`config.mk`:
```
export PLATFORM = sky130hd
export DESIGN_NAME = eth_rx_mac
export DESIGN_NICKNAME = d
export VERILOG_FILES = /design/src/rtl/eth_rx_mac.sv
export SDC_FILE = /design/constraint.sdc
export NUM_CORES = 1
export LEC_CHECK = 0
export CORE_AREA = 2 2 114 199
export CTS_CLUSTER_DIAMETER = 80
export DETAILED_ROUTE_END_ITERATION = 10
export DIE_AREA = 0 0 116 201
export PLACE_DENSITY = 0.38
export SETUP_SLACK_MARGIN = 0.3
export SLEW_MARGIN = 10
export SYNTH_ARGS = -nofsm -noshare
export SYNTH_HDL_FRONTEND = slang
export SYNTH_SLANG_ARGS = --single-unit
```
`constraint.sdc`:
```
create_clock -name Clk -period 6.2 [get_ports Clk]
set_input_delay 1.24 -clock Clk [delete_from_list [all_inputs] [get_ports Clk]]
set_output_delay 1.24 -clock Clk [all_outputs]
set_load 0.005 [all_outputs]
```
`src/rtl/eth_rx_mac.sv`:
```
// Ethernet receive front end: preamble/SFD hunt, LSB-first byte assembly,
// CRC-32 residue check, optional FCS stripping and per-frame status.
module eth_rx_mac #(
    parameter int pMII_WIDTH = 2,
    parameter int pMIN_FRAME = 64,
    parameter int pMAX_FRAME = 1518,
    parameter int pSTRIP_FCS = 1
) (
    input  logic                  Clk,
    input  logic                  Rst,
    input  logic                  Rx_Dv,
    input  logic [pMII_WIDTH-1:0] Rxd,
    input  logic                  Rx_Er,
    output logic                  Byte_Valid,
    output logic [7:0]            Byte,
    output logic                  Byte_Last,
    output logic                  Frame_Done,
    output logic                  Crc_Valid,
    output logic                  Frame_Err,
    output logic [10:0]           Frame_Len,
    output logic                  Rx_Busy
);

    localparam int          LANES       = 8 / pMII_WIDTH;
    localparam logic [1:0]  LANE_LAST   = 2'(LANES - 1);
    localparam logic [31:0] CRC_INIT    = 32'hFFFF_FFFF;
    localparam logic [31:0] CRC_RESIDUE = 32'hDEBB_20E3;
    localparam logic [10:0] LEN_SAT     = 11'h7FF;

    typedef enum logic [1:0] {
        S_IDLE,
        S_PREAMBLE,
        S_DATA,
        S_DONE
    } state_t;

    function automatic logic [31:0] crc_byte(input logic [31:0] crc, input logic [7:0] b);
        logic [31:0] c;
        c = crc;
        for (int i = 0; i < 8; i++) begin
            c = (c >> 1) ^ (((c[0] ^ b[i]) == 1'b1) ? 32'hEDB8_8320 : 32'h0);
        end
        return c;
    endfunction

    state_t      state_q, state_d;
    logic [7:0]  sr_q, sr_d;
    logic [1:0]  lane_q, lane_d;
    logic [31:0] crc_q, crc_d;
    logic [10:0] len_q, len_d;
    logic        er_q, er_d;
    logic [7:0]  win_q [4];
    logic [7:0]  win_d [4];
    logic [2:0]  win_cnt_q, win_cnt_d;
    logic [7:0]  held_q, held_d;
    logic        held_vld_q, held_vld_d;

    logic        bv_q, bv_d;
    logic [7:0]  byte_q, byte_d;
    logic        last_q, last_d;
    logic        done_q, done_d;
    logic        crcv_q, crcv_d;
    logic        ferr_q, ferr_d;
    logic [10:0] flen_q, flen_d;

    logic [pMII_WIDTH+7:0] sr_cat;
    logic [7:0]            sr_shift;
    logic [7:0]            evict;
    logic                  evict_vld;

    // New lane enters at the top so the oldest lane ends up in bit 0.
    assign sr_cat   = {Rxd, sr_q};
    assign sr_shift = 8'(sr_cat >> pMII_WIDTH);

    always_comb begin
        state_d    = state_q;
        sr_d       = sr_q;
        lane_d     = lane_q;
        crc_d      = crc_q;
        len_d      = len_q;
        er_d       = er_q;
        win_d      = win_q;
        win_cnt_d  = win_cnt_q;
        held_d     = held_q;
        held_vld_d = held_vld_q;
        bv_d       = 1'b0;
        byte_d     = 8'h00;
        last_d     = 1'b0;
        done_d     = 1'b0;
        crcv_d     = 1'b0;
        ferr_d     = 1'b0;
        flen_d     = 11'd0;
        evict      = 8'h00;
        evict_vld  = 1'b0;

        case (state_q)
            S_IDLE: begin
                sr_d   = 8'h00;
                lane_d = 2'd0;
                crc_d  = CRC_INIT;
                len_d  = 11'd0;
                er_d   = 1'b0;
                if (Rx_Dv) begin
                    state_d = S_PREAMBLE;
                end
            end
            S_PREAMBLE: begin
                sr_d = sr_shift;
                if (!Rx_Dv) begin
                    state_d = S_IDLE;
                end else if (sr_shift == 8'hD5) begin
                    state_d = S_DATA;
                    lane_d  = 2'd0;
                end
            end
            S_DATA: begin
                if (!Rx_Dv) begin
                    state_d = S_DONE;
                    done_d  = 1'b1;
                    flen_d  = len_q;
                    crcv_d  = (crc_q == CRC_RESIDUE);
                    ferr_d  = er_q || Rx_Er || (lane_q != 2'd0) ||
                              (int'(len_q) < pMIN_FRAME) || (int'(len_q) > pMAX_FRAME) ||
                              (crc_q != CRC_RESIDUE);
                    if (held_vld_q) begin
                        bv_d   = 1'b1;
                        byte_d = held_q;
                        last_d = 1'b1;
                    end
                    held_d     = 8'h00;
                    held_vld_d = 1'b0;
                    win_cnt_d  = 3'd0;
                    win_d      = '{default: 8'h00};
                end else begin
                    er_d = er_q | Rx_Er;
                    sr_d = sr_shift;
                    if (lane_q == LANE_LAST) begin
                        lane_d = 2'd0;
                        crc_d  = crc_byte(crc_q, sr_shift);
                        if (len_q != LEN_SAT) begin
                            len_d = len_q + 11'd1;
                        end
                        // The window delays output so the FCS never leaves the block.
                        if (pSTRIP_FCS != 0) begin
                            win_d     = '{win_q[1], win_q[2], win_q[3], sr_shift};
                            evict     = win_q[0];
                            evict_vld = (win_cnt_q == 3'd4);
                            if (win_cnt_q != 3'd4) begin
                                win_cnt_d = win_cnt_q + 3'd1;
                            end
                        end else begin
                            evict     = sr_shift;
                            evict_vld = 1'b1;
                        end
                        if (evict_vld) begin
                            if (held_vld_q) begin
                                bv_d   = 1'b1;
                                byte_d = held_q;
                            end
                            held_d     = evict;
                            held_vld_d = 1'b1;
                        end
                    end else begin
                        lane_d = lane_q + 2'd1;
                    end
                end
            end
            S_DONE: begin
                state_d = S_IDLE;
            end
            default: begin
                state_d = S_IDLE;
            end
        endcase
    end

    always_ff @(posedge Clk) begin
        if (Rst) begin
            state_q    <= S_IDLE;
            sr_q       <= 8'h00;
            lane_q     <= 2'd0;
            crc_q      <= CRC_INIT;
            len_q      <= 11'd0;
            er_q       <= 1'b0;
            win_q      <= '{default: 8'h00};
            win_cnt_q  <= 3'd0;
            held_q     <= 8'h00;
            held_vld_q <= 1'b0;
            bv_q       <= 1'b0;
            byte_q     <= 8'h00;
            last_q     <= 1'b0;
            done_q     <= 1'b0;
            crcv_q     <= 1'b0;
            ferr_q     <= 1'b0;
            flen_q     <= 11'd0;
        end else begin
            state_q    <= state_d;
            sr_q       <= sr_d;
            lane_q     <= lane_d;
            crc_q      <= crc_d;
            len_q      <= len_d;
            er_q       <= er_d;
            win_q      <= win_d;
            win_cnt_q  <= win_cnt_d;
            held_q     <= held_d;
            held_vld_q <= held_vld_d;
            bv_q       <= bv_d;
            byte_q     <= byte_d;
            last_q     <= last_d;
            done_q     <= done_d;
            crcv_q     <= crcv_d;
            ferr_q     <= ferr_d;
            flen_q     <= flen_d;
        end
    end

    assign Byte_Valid = bv_q;
    assign Byte       = byte_q;
    assign Byte_Last  = last_q;
    assign Frame_Done = done_q;
    assign Crc_Valid  = crcv_q;
    assign Frame_Err  = ferr_q;
    assign Frame_Len  = flen_q;
    assign Rx_Busy    = (state_q != S_IDLE);

endmodule
```
==> flow_summary_export.csv <==
group,metric,value,unit
status,status,"completed",
critical_path,max_stage_delay,0.79,ns
global_routing,grt_max_degree,66,
critical_path,worst-setup-path-type,"in -> reg",
cells_and_area,drive_above_1_share,9.83,%
global_routing,grt-ovfl-total,0,
flow_run,drv_cap,0,
placement,place_hpwl,9.78,mm
floorplan,io_pins,31,
logic_synthesis,syn_inst,541,
worst_hold_path,holdCritPathClass,"reg -> reg",
clock_tree,postCtsSetupBuffers,0,
critical_path,path_max_fanout,22,
clock_tree,tritoncts.num_buffers,17,
power_and_ir_drop,total_power,2.00,mW
logic_synthesis,synthMuxAreaShare,0.794,%
clock_tree,root_buffer,"clkbuf_16",
floorplan,die_y,201,um
logic_synthesis,yosysSeqAreaShare,45.6,%
cells_and_area,nFillCells,2341,
sta,fin_worst_skew,0.00946,ns
sta,rsz0062_at_grt,"false",
sta,drv_slew,0,
critical_path,cpMostUsedCell,"nand2_1",
clock_tree,clk_path_buf_depth,2,
routing,vias,3861,
logic_synthesis,synthArstFlopShare,0,%
critical_path,start_kind,"input port",
sta,setup_viol,0,
clock_tree,post_cts_resized,0,
power_and_ir_drop,power_density,307,nW/um^2
routing,post-route-drc-count,0,
logic_synthesis,syn_area_per_cell,9.90,sq um
global_routing,grt_antenna_before_repair,0,
routing,ant_nets,0,
logic_synthesis,synthesis.nets,556,
placement,dp_slack,1.97,ns
critical_path,crit_family,"simple AND/OR/NAND/NOR gates",
clock_tree,htree_levels,4,
logic_synthesis,synth_compound_area_share,12.9,%
placement,place.gp.congestion,0.775,
sta,relSlewSlack,36.4,%
logic_synthesis,post_synth_fa_ha_maj_area_fraction,2.10,%
power_and_ir_drop,peakVddDrop,165,uV
floorplan,core.rowCount,72,
logic_synthesis,synth_edf_count,0,
logic_synthesis,synthXorXnorAreaFrac,17.9,%
global_routing,grt_pass1_wl,22.7,mm
routing,via_per_inst,4.41,
clock_tree,clk_latency,0.42,ns
clock_tree,clkSlewWorstSetupHoldPaths,0.07,ns
logic_synthesis,yosysWarnings,0,
sta,fin_ws,2.44,ns
cells_and_area,area_growth,21.5,%
sta,timing.final.crit_period,3.76,ns
clock_tree,cts_hold_buf,0,
logic_synthesis,syn-cell-area,5360,sq um
logic_synthesis,synth_seq_cells,122,
sta,timing.final.hold_violations,0,
power_and_ir_drop,p_leak,2.21,nW
placement,dp_cells,844,
logic_synthesis,synth_simple_gate_area_share,17.7,%
global_routing,track_usage,12.8,%
sta,worst_slew_pin_slew,0.951,ns
floorplan,dieArea,23300,sq um
floorplan,die-width,116,um
clock_tree,tritoncts,"yes",
global_routing,grt_pass1_vias,4027,
routing,drt-total-wl,13.9,mm
critical_path,arrival,4.04,ns
sta,fmax,266,MHz
floorplan,start_util,24.6,%
cells_and_area,final_common_cell,"dfxtp_1",
logic_synthesis,synth_cell_type_count,51,
critical_path,cp.required,6.48,ns
floorplan,core,21800,sq um
routing,first_pass_iters,4,
placement,port_buffers,30,
sta,min_period_over_period,60.6,%
cells_and_area,fin_cells,876,
sta,setup_tns,0,ns
clock_tree,cts.sinks,122,
routing,avgRoutedWirePerCell,15.9,um
cells_and_area,layout_common_cells,"dfxtp_1 (122), nor2_1 (68), xnor2_1 (43)",
critical_path,cp_cell_sequence,"clkdlybuf4s50_1, nand3_1, nand2_1, buf_4, nand2_1, o21ai_0, nand2_1",
logic_synthesis,synth_top_family_by_area,"XOR/XNOR gates",
routing,drtIter0Drc,145,
critical_path,cpMaxStageDelayCell,"nand2_1",
logic_synthesis,synth-main-ff-cell,"dfxtp_1",
critical_path,critPathCaptureType,"flop",
cells_and_area,antenna_cells,0,
cells_and_area,fin_nets,582,
critical_path,path_buf_inv,2,
-- state kept, by name, indices dropped and copies added, names as in the netlist, 2 cells and up, named ones only --
name	count
Frame_Len	11
win_q	32
lane_q	2
len_q	11
held_q	8
win_cnt_q	3
crc_q	32
Byte	8
sr_q	6
-- kinds of logic after synthesis --
kind of cell / Yosys count
compound gates: 104
flops: 122
fa+ha+maj: 9
simple gates: 189
mux: 4
buf+inv: 37
xor+xnor: 76
-- cell type report --
type | count | area, sq um | area share [%]
clock buffers | 18 | 429 | 6.60
clock inverters | 14 | 139 | 2.13
inverters | 9 | 33.8 | 0.519
multi-input cells | 382 | 2760 | 42.4
flip-flops and latches | 122 | 2440 | 37.5
well taps | 296 | 370 | 5.69
repair buffers | 35 | 333 | 5.12
-- metrics by stage --
step	util [%]	instance area, sq um	hold WS, ns
after CTS	29.8	6510	0.473
after detailed placement	27.2	5940	0.452
final	29.8	6510	0.465
after global routing	29.8	6510	0.483
after global placement	27.2	5940	0.454
after floorplan	-	5360	0.431
-- metal layers --
metal	global-route usage, %	routed length [um]	up-vias
met5	0	0	-
met1	13.8	5540	1848
met4	6.08	429	0
met3	2.32	261	25
li1	-	-	1935
met2	23.6	7680	53
-- where the power goes --
part	total [mW]	switching (mW)	internal (mW)
clock	0.966	0.405	0.561
sequential	0.806	0.0133	0.793
combinational	0.224	0.136	0.0881
-- synthesized netlist by cell type (9+ instances only) --
cell	instances	area share [%]
o21ai_0	10	0.93
a21oi_1	23	2.1
xor2_1	13	2.1
and2_1	21	2.5
inv_1	9	0.63
nor2_1	68	4.8
ha_1	9	2.1
dfxtp_1	122	46
xnor2_1	43	7.0
nand2_1	26	1.8
nor3_1	11	1.0
o22ai_1	12	1.4
nand2b_1	17	2.0
a22oi_1	32	4.5
clkbuf_1	20	1.4
nand3_1	14	1.3
-- worst paths after layout --
| path | cells after the start | start | endpoint | slack, ns |
|---|---|---|---|---|
| setup / recovery | 7 | Rx_Dv | crc_q[31] | 2.44 |
| hold / removal | 1 | held_q[2] | Byte[2] | 0.47 |
| setup reg to reg | 8 | state_q[0] | crc_q[31] | 2.94 |
| hold reg to reg | 1 | held_q[2] | Byte[2] | 0.47 |
Note: power is estimated with default switching activity, not from simulation.
==> variant: new RTL, same flow settings <==
The parameter `pMII_WIDTH` goes from 2 to 4.
--- a/src/rtl/eth_rx_mac.sv
+++ b/src/rtl/eth_rx_mac.sv
@@ -1,7 +1,7 @@
 // Ethernet receive front end: preamble/SFD hunt, LSB-first byte assembly,
 // CRC-32 residue check, optional FCS stripping and per-frame status.
 module eth_rx_mac #(
-    parameter int pMII_WIDTH = 2,
+    parameter int pMII_WIDTH = 4,
     parameter int pMIN_FRAME = 64,
     parameter int pMAX_FRAME = 1518,
     parameter int pSTRIP_FCS = 1
Ports: changed (resized Rxd); port bits go from 31 to 33. No check against the original RTL was run, so the function may have changed too.
==> variant against the original RTL <==
  * Maximum frequency is 17% higher
  * Routed wire length fell by 6.5%
  * Clock power grew 22%
  * Area after synthesis is 3.6% lower
  * Worst hold slack got worse by 0.011 ns
  * Sequential cell count down 2
  * Power is 8.5% higher
  * Setup slack better by 0.54 ns
  * Design area shrank 0.62%
==> variant: results (changes against the original RTL) <==
Status - finished clean
Synth Area in XOR/XNOR - 17.4% (-0.52 points)
Source of the critical timing path - Rx_Dv
Critical Path Max Stage Delay - 0.86 ns (+0.07 ns)
Cts bufs inserted - 17 (unchanged)
Number of global-route vias before repair - 3,881 (-3.6%)
Leading post-synthesis cells by cell area - sky130_fd_sc_hd__dfxtp_1 47%, sky130_fd_sc_hd__xnor2_1 6.6%, sky130_fd_sc_hd__nor2_1 5.3%
Mux contribution to synthesized area - 0.218% (-0.58 points)
Antenna violations before repair - 0 (unchanged)
Sum of routed wire length over all layers - 13.0 mm (-6.5%)
NumNets Final - 566 (-2.7%)
Adder-Cell Fraction of Synth Area - 1.70% (-0.41 points)
Source-to-sink clock delay at the later pin of the worst-skew pair - 0.42 ns (about the same)
Static leakage - 2.21 nW (+0.20%)
Port Buffers - 32 (+6.7%)
Depth of the CTS H-tree - 4 (unchanged)
Highest ir drop seen on vdd - 0.000146 V (-11%)
Worst endpoint data arrival time - 3.47 ns (-0.57 ns)
RR Startpoint - state_q[0]
Global routing usage summed across all routing layers - 12.1% (-0.76 points)
Compound-cell area share of the yosys netlist - 13.6% (+0.70 points)
Fraction of the yosys area taken by sequential cells - 46.5% (+0.93 points)
Final antenna diode count - 0 (unchanged)
Largest net degree at the start of global routing - 42 (-36%)
Largest driver fanout on the critical path - 16 (-27%)
Startpoint of the tightest hold check path - held_q[5]
HPWL Detailed - 9.38 mm (-4.1%)
Synth unique cells - 50 (-2.0%)
Cell area after placement - 5770 µm² (-2.8%)
Synthesized net count - 537 (-3.4%)
Global-route wire length before repair - 21.2 mm (-6.5%)
Worst Max-Slew Pin Slew - 1.12 ns (+0.173 ns)
Commonest cells in the netlist - 120 x sky130_fd_sc_hd__dfxtp_1, 73 x sky130_fd_sc_hd__nor2_1, 39 x sky130_fd_sc_hd__xnor2_1
Clock-pin slew reported for the worst setup and hold paths after clock tree synthesis - 0.06 ns
Cell at the slowest stage of the critical path - sky130_fd_sc_hd__nor2_1
Clock tree buffer depth - 2 (unchanged)
Root Driver - sky130_fd_sc_hd__clkbuf_16
Global placer's final weighted congestion - 0.765 (-1.4%)
Post-CTS resize count - 0 (unchanged)
Initial drt markers - 129 (-11%)
Proportion of synthesized flip-flops having asynchronous set or reset - 0% (unchanged)
Proportion of layout cells with a drive suffix above 1 - 11.3% (+1.5 points)
Family with the most delay on the worst path - simple AND/OR/NAND/NOR gates
Post-CTS Repair Setup Buffers - 0 (unchanged)
Number of optimization iterations in the first detailed-route pass - 4 (unchanged)
Type of the worst min-delay path - flop to flop
Detailed-route via count - 3,705 (-4.0%)
DP Worst Slack - 2.51 ns (+0.539 ns)
Setup skew after layout - 0.00505 ns (-0.00441 ns)
Most instantiated flip-flop cell in the synthesis netlist - sky130_fd_sc_hd__dfxtp_1
variant: changes by cell type in the layout (fill, tap and decap cells not counted), moves of 5 or more:
cell / unedited run / this run
sky130_fd_sc_hd__a21oi_1: 23 / 34
sky130_fd_sc_hd__o21ai_0: 10 / 3
sky130_fd_sc_hd__bufinv_16: 1 / 7
sky130_fd_sc_hd__xnor3_1: 6 / 0
sky130_fd_sc_hd__xnor2_2: 3 / 11
sky130_fd_sc_hd__nand2_1: 26 / 19
sky130_fd_sc_hd__nor2_1: 68 / 73
variant: layout make-up:
type                            count  area (µm²)
Clock buffer                       18         429
Clock inverter                     14         267
Fill cell                        2328       15300
Inverter                            7        26.3
Multi-Input combinational cell    370        2630
Sequential cell                   120        2400
Tap cell                          296         370
Timing Repair Buffer               35         338
variant: layer usage:
layer  GRT usage, %  up-vias  routed length (µm)
met2           22.3       48                7360
met4           5.48        0                 293
met1           12.3     1758                4960
li1               -     1883                   -
met3           3.35       16                 395
met5              0        -                   0
variant: path summary, 6_finish.rpt:
| check | end | slack, ns | depth (start not counted) |
|---|---|---|---|
| max | crc_q[18] | 2.98 | 5 |
| min | Byte[5] | 0.45 | 1 |
| max reg2reg | crc_q[18] | 3.38 | 6 |
| min reg2reg | Byte[5] | 0.45 | 1 |
variant: power by group:
group | leakage (nW) | switching, mW | total [mW] | internal [mW]
combinational | 0.909 | 0.120 | 0.204 | 0.0835
sequential | 0.968 | 0.00750 | 0.783 | 0.776
clock | 0.336 | 0.380 | 1.18 | 0.799
total | 2.21 | 0.508 | 2.17 | 1.66
variant: through the flow:
step	util (%)	std cells
finish	29.7	860
global route	29.7	860
CTS	29.7	860
detailed placement	26.5	828
global placement	26.5	828
floorplan	-	522
